**src/rtl/alu_pkg.sv**
```systemverilog
// alu_pkg
//   Shared definitions for the sequential arithmetic responder:
//   opcode width and encodings, controller state encoding, and a small
//   opcode classification helper.
//   No ports (package).
package alu_pkg;

  localparam int OPW = 3;

  localparam logic [OPW-1:0] OP_ADD = 3'd0;
  localparam logic [OPW-1:0] OP_SUB = 3'd1;
  localparam logic [OPW-1:0] OP_MUL = 3'd2;
  localparam logic [OPW-1:0] OP_DIV = 3'd3;
  localparam logic [OPW-1:0] OP_REM = 3'd4;

  typedef enum logic [1:0] {
    IDLE = 2'd0,
    CALC = 2'd1,
    DONE = 2'd2
  } state_t;

  // DIV and REM share the divider datapath and differ only in which output
  // is taken at the end.
  function automatic logic is_div_op(input logic [OPW-1:0] op);
    return (op == OP_DIV) || (op == OP_REM);
  endfunction

endpackage

```
**src/rtl/seq_shift_div.sv**
```systemverilog
// seq_shift_div
//   W-cycle restoring divider, MSB of the dividend first. The first step is
//   taken on the start edge straight from the a/b inputs, the remaining
//   W-1 steps on the following edges.
//   Ports:
//     clk, rst      clock, asynchronous active-high reset
//     start         load a/b and take the first step
//     a, b          dividend, divisor (unsigned, sampled on start)
//     busy          steps still outstanding
//     done          quot/rem hold the final values (held until next start)
//     quot, rem     quotient and remainder
//   A zero divisor needs no special casing: every trial subtract succeeds,
//   giving an all-ones quotient and the dividend as remainder.
module seq_shift_div
  import alu_pkg::*;
#(
  parameter int W = 8
) (
  input  logic         clk,
  input  logic         rst,
  input  logic         start,
  input  logic [W-1:0] a,
  input  logic [W-1:0] b,
  output logic         busy,
  output logic         done,
  output logic [W-1:0] quot,
  output logic [W-1:0] rem
);

  localparam int CW = $clog2(W + 1);

  logic [W-1:0]  divisor;
  logic [CW-1:0] cnt;
  logic [W:0]    first_step;
  logic [W:0]    next_step;

  // One restoring step: shift the next dividend bit into the partial
  // remainder and subtract the divisor when it fits. Returns {fits, rem}.
  function automatic logic [W:0] div_step(input logic [W-1:0] r,
                                          input logic         qbit,
                                          input logic [W-1:0] d);
    logic [W:0] trial;
    logic [W:0] diff;
    trial = {r, qbit};
    diff  = trial - {1'b0, d};
    if (trial >= {1'b0, d}) begin
      return {1'b1, diff[W-1:0]};
    end
    return {1'b0, trial[W-1:0]};
  endfunction

  // Step on the live inputs for the start edge, and on the registered
  // operands for every later edge.
  always_comb begin
    first_step = div_step('0, a[W-1], b);
    next_step  = div_step(rem, quot[W-1], divisor);
  end

  // The quotient register doubles as the dividend shift register: each
  // step shifts a dividend bit out of the top and a quotient bit in at
  // the bottom.
  always_ff @(posedge clk or posedge rst) begin
    if (rst) begin
      quot    <= '0;
      rem     <= '0;
      divisor <= '0;
      cnt     <= '0;
      busy    <= 1'b0;
      done    <= 1'b0;
    end else if (start) begin
      quot    <= {a[W-2:0], first_step[W]};
      rem     <= first_step[W-1:0];
      divisor <= b;
      cnt     <= CW'(W - 1);
      busy    <= 1'b1;
      done    <= 1'b0;
    end else if (busy) begin
      quot <= {quot[W-2:0], next_step[W]};
      rem  <= next_step[W-1:0];
      cnt  <= cnt - CW'(1);
      if (cnt == CW'(1)) begin
        busy <= 1'b0;
        done <= 1'b1;
      end
    end
  end

endmodule

```
**src/rtl/seq_alu_resp.sv**
```systemverilog
// seq_alu_resp
//   Multi-cycle arithmetic responder. Accepts one request (op, a, b) on a
//   valid/ready channel and returns one result on a valid/ready channel;
//   only one transaction is ever in flight.
//   ADD/SUB/illegal answer one cycle after accept; MUL/DIV/REM take W+1.
//   Ports:
//     clk, rst            clock, asynchronous active-high reset
//     in_valid/in_ready   request handshake (in_ready high only in IDLE)
//     in_op, in_a, in_b   opcode and unsigned operands
//     out_valid/out_ready response handshake
//     out_result          RW = 2*W bit result
//     out_err             only when ALU_ERR_FLAG_EN is defined: flags
//                         divide-by-zero and illegal opcodes
//   Build option: `define ALU_ERR_FLAG_EN to add the out_err port.
module seq_alu_resp
  import alu_pkg::*;
#(
  parameter  int W  = 8,
  localparam int RW = 2 * W
) (
  input  logic           clk,
  input  logic           rst,
  input  logic           in_valid,
  output logic           in_ready,
  input  logic [OPW-1:0] in_op,
  input  logic [W-1:0]   in_a,
  input  logic [W-1:0]   in_b,
  output logic           out_valid,
  input  logic           out_ready,
  output logic [RW-1:0]  out_result
`ifdef ALU_ERR_FLAG_EN
  ,
  output logic           out_err
`endif
);

  localparam int CW = (W > 1) ? $clog2(W) : 1;

  state_t         state;
  logic [OPW-1:0] op_r;
  logic [CW-1:0]  cnt;
  logic [RW-1:0]  acc;
  logic [RW-1:0]  mcand;
  logic [W-1:0]   mplier;
`ifdef ALU_ERR_FLAG_EN
  logic           b_zero;
`endif

  logic           accept;
  logic           div_start;
  logic           div_busy;
  logic           div_done;
  logic [W-1:0]   div_quot;
  logic [W-1:0]   div_rem;
  logic [W:0]     add_sum;
  logic [W:0]     sub_diff;

  // Ready depends only on state, so no input reaches an output
  // combinationally.
  assign in_ready  = (state == IDLE);
  assign accept    = in_valid && in_ready;
  assign div_start = accept && is_div_op(in_op);

  // Bit W of the difference is the borrow, which is exactly the sign of
  // the two's complement result and is replicated across the upper half.
  always_comb begin
    add_sum  = {1'b0, in_a} + {1'b0, in_b};
    sub_diff = {1'b0, in_a} - {1'b0, in_b};
  end

  seq_shift_div #(.W(W)) u_div (
    .clk   (clk),
    .rst   (rst),
    .start (div_start),
    .a     (in_a),
    .b     (in_b),
    .busy  (div_busy),
    .done  (div_done),
    .quot  (div_quot),
    .rem   (div_rem)
  );

  // Controller plus inline shift-add multiplier. The first multiply step
  // (and the divider's first step) happens on the accept edge, so the
  // remaining W-1 steps finish as the counter walks down to zero and the
  // result is written on the following edge.
  always_ff @(posedge clk or posedge rst) begin
    if (rst) begin
      state      <= IDLE;
      op_r       <= OP_ADD;
      cnt        <= '0;
      acc        <= '0;
      mcand      <= '0;
      mplier     <= '0;
      out_valid  <= 1'b0;
      out_result <= '0;
`ifdef ALU_ERR_FLAG_EN
      out_err    <= 1'b0;
      b_zero     <= 1'b0;
`endif
    end else begin
      case (state)
        IDLE: begin
          if (accept) begin
            op_r <= in_op;
`ifdef ALU_ERR_FLAG_EN
            b_zero  <= (in_b == '0);
            out_err <= 1'b0;
`endif
            case (in_op)
              OP_ADD: begin
                out_result <= RW'(add_sum);
                out_valid  <= 1'b1;
                state      <= DONE;
              end
              OP_SUB: begin
                out_result <= {{(RW-W-1){sub_diff[W]}}, sub_diff};
                out_valid  <= 1'b1;
                state      <= DONE;
              end
              OP_MUL, OP_DIV, OP_REM: begin
                acc    <= in_b[0] ? RW'(in_a) : '0;
                mcand  <= RW'(in_a) << 1;
                mplier <= in_b >> 1;
                cnt    <= CW'(W - 1);
                state  <= CALC;
              end
              default: begin
                out_result <= '0;
                out_valid  <= 1'b1;
`ifdef ALU_ERR_FLAG_EN
                out_err    <= 1'b1;
`endif
                state      <= DONE;
              end
            endcase
          end
        end

        CALC: begin
          if (cnt != '0) begin
            if (op_r == OP_MUL) begin
              if (mplier[0]) begin
                acc <= acc + mcand;
              end
              mcand  <= mcand << 1;
              mplier <= mplier >> 1;
            end
            cnt <= cnt - CW'(1);
          end else if ((op_r == OP_MUL) || (div_done && !div_busy)) begin
            if (op_r == OP_MUL) begin
              out_result <= acc;
            end else if (op_r == OP_DIV) begin
              out_result <= {{W{1'b0}}, div_quot};
            end else begin
              out_result <= {{W{1'b0}}, div_rem};
            end
`ifdef ALU_ERR_FLAG_EN
            out_err <= (op_r != OP_MUL) && b_zero;
`endif
            out_valid <= 1'b1;
            state     <= DONE;
          end
        end

        DONE: begin
          if (out_ready) begin
            out_valid <= 1'b0;
            state     <= IDLE;
          end
        end

        default: begin
          out_valid <= 1'b0;
          state     <= IDLE;
        end
      endcase
    end
  end

endmodule

```
**config.mk**
```make
export PLATFORM = sky130hd
export DESIGN_NAME = seq_alu_resp
export DESIGN_NICKNAME = d
export VERILOG_FILES = /design/src/rtl/alu_pkg.sv /design/src/rtl/seq_shift_div.sv /design/src/rtl/seq_alu_resp.sv
export SDC_FILE = /design/constraint.sdc
export NUM_CORES = 1
export LEC_CHECK = 0
export BUFFER_PORTS_ARGS = -buffer_cell sky130_fd_sc_hd__buf_4
export CORE_MARGIN = 5
export CORE_UTILIZATION = 55
export DETAILED_ROUTE_END_ITERATION = 12
export PLACE_DENSITY = 0.76
export SLEW_MARGIN = 20
export SYNTH_ARGS = -nofsm -noshare
export SYNTH_HDL_FRONTEND = slang
export SYNTH_SLANG_ARGS = --single-unit
export TNS_END_PERCENT = 100
```
**constraint.sdc**
```tcl
create_clock -name clk -period 2.77 [get_ports clk]
set_input_delay 0.554 -clock clk [delete_from_list [all_inputs] [get_ports clk]]
set_output_delay 0.554 -clock clk [all_outputs]
set_load 0.02 [all_outputs]
```
-- Word-level counts from Yosys, hierarchy flattened
Cells that the tools add are included.
- add/sub/neg operators: 7
- order comparisons: 2
- equal/unequal tests: 18
- multiplexer cells: 58
- reductions and logical operators: 21
- operators by type and width (operator ; count):
    16-bit two-way mux ; 13
    16-bit one-hot mux with 2 select lines ; 3
    8-bit two-way mux ; 10
    16-bit one-hot mux with 3 select lines ; 1
    9-bit two-way mux ; 4
    16-bit adder ; 1
    8-bit one-hot mux with 2 select lines ; 1
    5-bit AND reduction ; 3
    2-bit != test (second input constant) ; 7
    1-bit two-way mux ; 13
    3-bit by 2-bit equality test with 1-bit output (second input constant) ; 4
    2-bit two-way mux ; 5
    8-bit by 8-bit adder with 9-bit output ; 1
    9-bit by 8-bit greater-or-equal comparator with 1-bit output ; 1
    3-bit two-way mux ; 3
    8-bit by 8-bit subtractor with 9-bit output ; 1
    1-bit by 8-bit greater-or-equal comparator with 1-bit output ; 1
    4-bit two-way mux ; 2
    4-bit AND reduction ; 2
    1-bit by 8-bit subtractor with 8-bit output ; 1
    8-bit subtractor ; 1
    2-bit one-hot mux with 3 select lines ; 1
    3-bit one-hot mux with 2 select lines ; 1
    6-bit AND reduction ; 1
    other kinds (18) ; 25
- register bits after elaboration: 95
- input bits: 23
- logic and storage cells: 120

-- Depth between registers and ports, before layout
Gate-level depths: netlist of the first run.
- depth after elaboration: 6
- gate-level depth with buffers: 10
- mapped depth without buffers: 10

-- By module
From an unflattened synthesis of the first run, not the netlist that was laid out.
- cell total of the unflattened synthesis: 741
- area total of the unflattened synthesis: 6336.1 sq um
- modules (own cells, without submodules) (module ; instances ; cells each ; area each (sq um) ; seq. area each (sq um)):
    seq_alu_resp ; 1 ; 515 ; 4334.2 ; 1576.5
    seq_shift_div ; 1 ; 226 ; 2001.9 ; 750.7

-- Worst setup path after synthesis of the first run
Ideal clock, no wire load.
- path type: input-to-reg
- from: input in_a[0]
- to: register out_result[6]
- arrival time: 2.229 ns
- data required time: 2.688 ns
- setup slack: 0.459 ns
- cell stages on the path: 10
- buffers on the path: 0
- cells stage by stage: inv_1 -> ha_1 -> fa_1 -> nand2b_1 -> a21oi_1 -> o21ai_0 -> mux2_2 -> mux2i_1 -> o21ai_0 -> a31oi_1
- longest elaborated chain between the ends: 4
- ends and longest elaborated chain (what ; RTL line ; source):
    from (decl) ; seq_alu_resp.sv:26 ; input logic [W-1:0] in_a,
    8-bit by 8-bit subtractor with 9-bit output / 8-bit by 8-bit adder with 9-bit output (equally long branches) ; seq_alu_resp.sv:68, seq_alu_resp.sv:67 ;
    16-bit one-hot mux with 3 select lines * ; seq_alu_resp.sv:110 ; case (in_op)
    16-bit two-way mux * ; seq_alu_resp.sv:104 ; if (accept) begin
    16-bit one-hot mux with 2 select lines * ; seq_alu_resp.sv:102 ; case (state)
    to (signal assigned) ; seq_alu_resp.sv:112 ; out_result <= RW'(add_sum);
    to (signal assigned) ; seq_alu_resp.sv:117 ; out_result <= {{(RW-W-1){sub_diff[W]}}, sub_diff};
    to (signal assigned) ; seq_alu_resp.sv:154 ; out_result <= {{W{1'b0}}, div_quot};
    to (decl) ; seq_alu_resp.sv:30 ; output logic [RW-1:0] out_result
Mark *: on every way between the ends. The rest lies on a longest branch, timed or not. The select of a mux whose other input is x is not followed.
A chain may end at the register's enable or synchronous reset.

-- Worst setup path in the final report of the first run
- from: register u_div.rem[0]
- to: register u_div.rem[1]
- longest elaborated chain between the ends: 5
- ends and longest elaborated chain (what ; RTL line ; source):
    from (decl) ; seq_shift_div.sv:27 ; output logic [W-1:0] rem
    from (signal assigned) ; seq_shift_div.sv:72 ; rem <= first_step[W-1:0];
    from (signal assigned) ; seq_shift_div.sv:79 ; rem <= next_step[W-1:0];
    8-bit subtractor / 9-bit by 8-bit greater-or-equal comparator with 1-bit output (equally long branches) ; seq_shift_div.sv:45, seq_shift_div.sv:46 ;
    9-bit two-way mux / 1-bit two-way mux (equally long branches) ; seq_shift_div.sv:46 ; if (trial >= {1'b0, d}) begin
    9-bit two-way mux * ; seq_shift_div.sv:49 ; return {1'b0, trial[W-1:0]};
    8-bit two-way mux * ; seq_shift_div.sv:77 ; end else if (busy) begin
    8-bit two-way mux * ; seq_shift_div.sv:70 ; end else if (start) begin
Marks and branches as above.

==> results.toml, run 1 <==
[finish]
final_nets = 834
postLayoutCellArea_um2 = 6990
areaGrowthSynthToFinish_pct = 12.7
drive_gt1_share_pct = 12.7
antenna_cells = 0

[cts]
holdBufCountCts = 0
cts_tree = "built"
cts.clk_slew.worst_paths_ps = 70
clock-sinks = 93
insertion_delay_ps = 350
cts_buffer_depth = 2
cts_buffers = 9
cts-root-buf = "clkbuf_16"
htreeDepth = 3
post_cts_buffers = 0

[detailed_routing]
ant_nets = 0
first_pass_iters = 5
wl_per_cell_um = 17.7
drc = 0
routed_via_density = 5.94
num_vias = 5384
wirelength_um = 16100
drt_iter0_markers = 406

[sta]
finalCritPeriodShare_pct = 90.8
clock_skew_ps = 9.02
setup_violations = 0
finalSetupTns_ps = 0
worst_pin_slew_ps = 757
hold_violations = 0
setup_slack_ps = 254
report.final.slew_viol_count = 0
maxSlewHeadroom_pct = 49.5
rsz0062_at_grt = "false"
max_freq_ghz = 0.397
whs_ps = 287
finalCriticalPeriod_ps = 2520

[critical_path]
reg2reg_from = "u_div.rem[0]"
worstPathRequired_ps = 3030
worstPathArrival_ps = 2780
reg2reg_depth = 8
reg2reg_to = "u_div.rem[1]"
reg2reg_slack_ps = 250
path_max_fanout = 5
critPathLaunchType = "register"
endpoint_kind = "register"
crit_type = "register to register"

[grt]
antenna_found_initial = 0
grt_pass1_wl_um = 26800
grt_pass1_vias = 5344
grt_max_degree = 41
grt_overflow = 0
track_usage_pct = 25.4

[floorplanning]
io_pins = 41
core_um2 = 10900
dieArea_um2 = 13500
placement_rows = 38
die_x_um = 116
initial_core_util_pct = 56.7
die_h_um = 116

[synth]
synthMuxAreaShare_pct = 4.64
synth_warnings = 0
synthDistinctLibCells = 66
synthTopCellsByArea = "dfrtp_1 (38%), ha_1 (9.3%), nand2_1 (6.8%)"
synth_seq_area_share_pct = 37.5
syn_nets = 799
syn_area_um2 = 6200
synth_area_per_cell_um2 = 8.54
synthFlopType = "dfrtp_1"
synth_top_area_share_pct = 37.5
async_flop_share_pct = 100
synth-seq-cells = 93
synth_adder_area_share_pct = 10.6
synth_most_common_cell = "nand2_1"
ys_top_cells_by_count = "nand2_1 (113), dfrtp_1 (93), nor2_1 (64), a21oi_1 (56), o21ai_0 (56)"
syn_inst = 726
synth-xor-area-share_pct = 2.82
synth_enable_flop_cells = 0
synth_top_area_cell = "dfrtp_1"
synth_top_family_by_area = "compound AO/OA/AOI/OAI gates"
synthSimpleGateAreaFrac_pct = 18.7
synth-compound-area-share_pct = 21.0

[pwr]
power_density_nw_per_um2 = 1270
ir_worst_vdd_uv = 769
p_leak_nw = 3.23

[min_path]
hold_path.class = "primary input to asynchronous set/reset pin"

[placed_design]
gp_congestion = 0.957
dp_worst_setup_slack_ps = 96.3
dpl-instance-area_um2 = 6680
hpwl_um = 12000
portBuffers = 40

[status]
status = "finished, final reports clean"

[flow_run]
max_cap_viol_count = 0
final cells by class:
type	count	area, um2
clock inverter	4	56.3
multi-input combinational	559	3590
clock buffer	12	256
inverter	44	169
timing repair buffer	54	418
sequential	93	2330
tap	140	175
fill	941	3950
cells in the final DEF, fill, tap and decap left out, drive strengths merged, types with 10 or more instances in the layout:
cell | Yosys | layout
a21oi | 57 | 57
a31oi | 22 | 22
buf | 12 | 54
clkbuf | 18 | 12
dfrtp | 93 | 93
ha | 46 | 46
inv | 44 | 43
mux2i | 22 | 22
nand2 | 114 | 114
nand2b | 14 | 14
nand3 | 14 | 14
nor2 | 67 | 67
nor3 | 16 | 16
o21a | 10 | 10
o21ai | 59 | 59
xnor2 | 11 | 11
worst max-delay path by stage:
stage / startpoint / cells after the start / endpoint / slack (ps)
after global placement: in_b[0] / 10 / out_result[8] / 130
after detailed placement: in_a[0] / 11 / out_result[8] / 100
after floorplan: in_a[0] / 10 / out_result[6] / 460
final: u_div.rem[0] / 8 / u_div.rem[1] / 250
after global routing: acc[1] / 10 / acc[15] / 40
after CTS: acc[1] / 10 / acc[13] / 140
sequential cells by signal, indices dropped and copies added, names as in the netlist, 2 cells and up:
register	count
cnt	3
u_div.cnt	4
out_result	16
mcand	15
u_div.divisor	8
acc	16
op_r	3
mplier	7
u_div.rem	8
state	2
u_div.quot	8
repair_timing:
item / in CTS / in global routing
gates resized for setup: 0 / 1
hold endpoints to repair: 0 / 0
setup endpoints to repair: 0 / 1
worst max-delay path, cell delays in order, from the launching register on:
cell,delay [ps]
dfrtp_1,420
ha_1,320
nor2b_1,140
o21a_1,190
o21a_1,190
o21ai_1,260
a21o_1,300
mux2_2,380
a221oi_2,230
cells by family (layout without fill, tap and decap cells):
kind of cell	after synthesis	after routing
AOI/OAI and AO/OA	206	206
xor gates and xnor gates	20	20
adders and majority gates	50	50
buffers and inverters	74	114
DFF	93	93
muxes	28	28
and+or+nand+nor	255	255
routing by layer:
metal	global-route usage [%]	wire length, um	vias up
met5	0	0	-
met3	3.06	656	31
li1	-	-	2602
met4	11.1	484	0
met2	42.3	7620	142
met1	33.6	7290	2609
through the flow:
step / cells / power (mW) / util (%)
finish: 906 / 8.87 / 63.9
floorplan: 726 / 6.23 / -
CTS: 906 / 8.87 / 63.9
global route: 906 / 9.66 / 63.9
detailed placement: 890 / 7.54 / 61.1
global placement: 890 / 7.35 / 61.1
power by group:
part | internal [mW] | leakage, nW | switching, mW | total (mW)
clock network | 0.754 | 0.153 | 0.545 | 1.30
registers | 2.01 | 1.12 | 0.510 | 2.52
logic | 2.05 | 1.96 | 3.00 | 5.05
Note: power is estimated with default switching activity, not from simulation.
==> run 2, diff against run 1 <==
--- a/config.mk
+++ b/config.mk
@@ -5,11 +5,11 @@
 export SDC_FILE = /design/constraint.sdc
 export NUM_CORES = 1
 export LEC_CHECK = 0
-export BUFFER_PORTS_ARGS = -buffer_cell sky130_fd_sc_hd__buf_4
-export CORE_MARGIN = 5
+export CORE_MARGIN = 2
 export CORE_UTILIZATION = 55
 export DETAILED_ROUTE_END_ITERATION = 12
-export PLACE_DENSITY = 0.76
+export DONT_BUFFER_PORTS = 1
+export PLACE_DENSITY = 0.73
 export SLEW_MARGIN = 20
 export SYNTH_ARGS = -nofsm -noshare
 export SYNTH_HDL_FRONTEND = slang
==> results.toml, run 2 (same netlist as run 1, synthesis figures left out) <==
[sta]
max_freq_ghz = 0.405
rsz0062_at_grt = "false"
report.final.slew_viol_count = 0
whs_ps = 160
finalSetupTns_ps = 0
setup_slack_ps = 298
setup_violations = 0
worst_pin_slew_ps = 974
clock_skew_ps = 10.7
finalCriticalPeriod_ps = 2470
maxSlewHeadroom_pct = 35.1
hold_violations = 0
finalCritPeriodShare_pct = 89.2

[cts]
htreeDepth = 3
cts-root-buf = "clkbuf_16"
holdBufCountCts = 0
post_cts_buffers = 0
cts_buffers = 9
cts_buffer_depth = 2
clock-sinks = 93
insertion_delay_ps = 360
cts_tree = "built"
cts.clk_slew.worst_paths_ps = 70

[critical_path]
crit_type = "register to register"
worstPathRequired_ps = 3040
critPathLaunchType = "register"
worstPathArrival_ps = 2740
reg2reg_to = "u_div.rem[1]"
endpoint_kind = "register"
critPathMostFrequentCell = "o21a_1"
path_buf_inv = 0
reg2reg_slack_ps = 300
slowest_delay_ps = 410
reg2reg_from = "u_div.rem[0]"
reg2reg_depth = 8
crit_slowest_cell = "dfrtp_1"
path_max_fanout = 5
cp_top_family = "compound AO/OA/AOI/OAI gates"
worstPathCellList = "ha_1 > nor2b_1 > o21a_1 > o21a_1 > o21ai_1 > a21o_1 > mux2_2 > a221oi_2"

[floorplanning]
die_x_um = 110
die_h_um = 110
io_pins = 41
initial_core_util_pct = 56.7
dieArea_um2 = 12100
placement_rows = 38
core_um2 = 10900

[finish]
final_common_cell = "nand2_1"
postLayoutCellArea_um2 = 6670
reg_top3 = "acc (16), out_result (16), mcand (15)"
instances_no_fill = 866
mostFrequentLayoutCells = "nand2_1 (113), dfrtp_1 (93), nor2_1 (63)"
fin_util_pct = 60.9
drive_gt1_share_pct = 7.99
final_nets = 794
antenna_cells = 0
areaGrowthSynthToFinish_pct = 7.44

[grt]
grt_pass1_wl_um = 25400
use_met1_pct = 36.2
grt_use_met3_pct = 6.53
grt_pass1_vias = 5048
gr-usage-met2_pct = 43.8
grt_max_degree = 41
grt_busiest_layer = "met2"
track_usage_pct = 27.8
antenna_found_initial = 0
grt_overflow = 0

[placed_design]
dp_worst_setup_slack_ps = 186
hpwl_um = 11500
portBuffers = 0
placedCellCount = 850
gp_congestion = 0.984
dpl-instance-area_um2 = 6380

[detailed_routing]
first_pass_iters = 5
wl_per_cell_um = 18.0
drc = 0
num_vias = 5215
ant_nets = 0
wirelength_um = 15600
drt_iter0_markers = 438
routed_via_density = 6.02

[flow_run]
max_cap_viol_count = 0

[pwr]
ir_worst_vdd_uv = 875
p_leak_nw = 3.01
finalPower_mw = 8.51
power_density_nw_per_um2 = 1280

[min_path]
hold_path.class = "primary input to asynchronous set/reset pin"

[status]
status = "finished, final reports clean"
run 2: changes by cell type in the layout (fill, tap and decap cells not counted):
cell,before,now
clkinvlp_4,1,4
clkbuf_1,1,0
buf_4,53,13
clkbuf_8,2,1
bufinv_16,1,0
run 2: worst max path at each step:
stage / endpoint / cells past startpoint / slack [ps] / startpoint
2_1_floorplan: out_result[6] / 10 / 460 / in_a[0]
3_3_place_gp: out_result[8] / 10 / 260 / in_a[0]
3_5_place_dp: out_result[8] / 10 / 190 / in_a[0]
4_1_cts: acc[13] / 10 / 210 / acc[1]
5_1_grt: acc[13] / 10 / 10 / acc[1]
6_report: u_div.rem[1] / 8 / 300 / u_div.rem[0]
run 2: per-layer routing:
layer	up-vias	wire, um
met5	-	0
met4	0	445
met3	32	1060
met2	155	7260
met1	2505	6840
li1	2523	-
run 2: cell type report:
| type | count | area (um2) |
|---|---|---|
| inverters | 44 | 169 |
| clock buffers | 10 | 239 |
| clock inverters | 6 | 48.8 |
| repair buffers | 14 | 118 |
| multi-input cells | 559 | 3590 |
| well taps | 140 | 175 |
| flip-flops and latches | 93 | 2330 |
| fillers | 962 | 4270 |
run 2: timing repair:
item,in CTS,in global routing
resized for setup,0,1
hold endpoints to repair,0,0
endpoints found under the setup margin,0,1
run 2: report_power, final:
group	switching (mW)	internal (mW)
clock	0.559	0.637
sequential	0.684	2.01
combinational	2.74	1.88
total	3.99	4.53
==> run 3, diff against run 2 <==
--- a/config.mk
+++ b/config.mk
@@ -6,10 +6,11 @@
 export NUM_CORES = 1
 export LEC_CHECK = 0
 export CORE_MARGIN = 2
-export CORE_UTILIZATION = 55
+export CORE_UTILIZATION = 29
 export DETAILED_ROUTE_END_ITERATION = 12
 export DONT_BUFFER_PORTS = 1
-export PLACE_DENSITY = 0.73
+export HOLD_SLACK_MARGIN = 0.06
+export PLACE_DENSITY = 0.44
 export SLEW_MARGIN = 20
 export SYNTH_ARGS = -nofsm -noshare
 export SYNTH_HDL_FRONTEND = slang
==> results.toml, run 3 (same netlist as run 1, synthesis figures left out) <==
[floorplanning]
core_um2 = 21000
dieArea_um2 = 22600
die_x_um = 150
die_h_um = 150
initial_core_util_pct = 29.5
io_pins = 41
placement_rows = 53

[pwr]
finalPower_mw = 8.68
p_leak_nw = 3.04
power_density_nw_per_um2 = 1260
ir_worst_vdd_uv = 486

[detailed_routing]
first_pass_iters = 5
drt_iter0_markers = 338
drc = 0
wirelength_um = 18000
ant_nets = 0
num_vias = 5110
wl_per_cell_um = 17.9
routed_via_density = 5.09

[critical_path]
worstPathRequired_ps = 3040
worstPathArrival_ps = 2790
crit_type = "register to register"
critPathLaunchType = "register"
endpoint_kind = "register"
path_max_fanout = 6

[finish]
mostFrequentLayoutCells = "nand2_1 (113), dfrtp_1 (93), nor2_1 (63)"
reg_top3 = "acc (16), out_result (16), mcand (15)"
antenna_cells = 0
instances_no_fill = 1003
drive_gt1_share_pct = 8.24
areaGrowthSynthToFinish_pct = 10.8
final_common_cell = "nand2_1"
final_nets = 797
fin_util_pct = 32.7
postLayoutCellArea_um2 = 6870

[sta]
max_freq_ghz = 0.397
finalCritPeriodShare_pct = 90.9
finalCriticalPeriod_ps = 2520
setup_slack_ps = 253
hold_violations = 0
worst_pin_slew_ps = 743
whs_ps = 187
finalSetupTns_ps = 0
rsz0062_at_grt = "false"
maxSlewHeadroom_pct = 50.3
clock_skew_ps = 11.6
setup_violations = 0
report.final.slew_viol_count = 0

[grt]
track_usage_pct = 16.5
grt_pass1_vias = 5039
grt_max_degree = 40
grt_overflow = 0
grt_pass1_wl_um = 28500
antenna_found_initial = 0

[placed_design]
hpwl_um = 13500
portBuffers = 0
dpl-instance-area_um2 = 6570
dp_worst_setup_slack_ps = 160
gp_congestion = 0.916
placedCellCount = 988

[cts]
cts.clk_slew.worst_paths_ps = 70
htreeDepth = 3
cts_buffer_depth = 2
post_cts_buffers = 0
holdBufCountCts = 0
insertion_delay_ps = 360
clock-sinks = 93
cts_buffers = 9
cts-root-buf = "clkbuf_16"
cts_tree = "built"

[min_path]
hold_path.class = "primary input to asynchronous set/reset pin"

[flow_run]
max_cap_viol_count = 0

[status]
status = "finished, final reports clean"
run 3: cell count changes in the layout (fill, tap and decap cells not counted), moves of 2 or more:
cell        before  now
buf_4           13   16
clkinv_4         3    0
clkinvlp_4       4    2
inv_6            0    2
run 3: cell type report:
| class | count | area, um2 |
|---|---|---|
| flip-flops and latches | 93 | 2330 |
| clock buffers | 10 | 229 |
| clock inverters | 5 | 60.1 |
| well taps | 275 | 344 |
| repair buffers | 17 | 140 |
| fillers | 2172 | 14200 |
| inverters | 44 | 169 |
| multi-input cells | 559 | 3600 |
run 3: path summary, 6_finish.rpt:
kind / start / end / slack [ps] / cells after the start
min in group clk: in_b[7] / u_div.divisor[7] / 310 / 2
min: rst / out_result[6] / 190 / 1
max reg2reg: u_div.rem[0] / u_div.rem[1] / 250 / 8
max in group asynchronous: rst / mcand[3] / 1910 / 2
max: u_div.rem[0] / u_div.rem[1] / 250 / 8
min reg2reg: mcand[15] / mcand[15] / 490 / 2
run 3: repair_timing:
action / in CTS / in global routing
resized for setup: 0 / 2
endpoints found under the hold margin: 0 / 0
setup endpoints to repair: 0 / 1
run 3: where the power goes:
group          leakage, nW  internal (mW)  total, mW  switching (mW)
Combinational         1.78           1.90       4.71            2.81
Clock                0.139          0.701       1.27           0.566
Sequential            1.12           2.01       2.70           0.696
run 3: layer usage:
layer,routed length (um),vias to the layer above,track usage [%]
li1,-,2527,-
met1,8550,2481,22.0
met2,8310,81,26.8
met3,796,21,3.27
met4,331,0,5.42
met5,0,-,0
run 3: worst max-delay path: stages, from the launching register on:
cell      delay [ps]
dfrtp_1          430
ha_1             320
nor2b_1          130
o21a_1           190
o21a_1           180
o21ai_1          260
a21o_1           320
mux2_2           380
a221oi_2         220
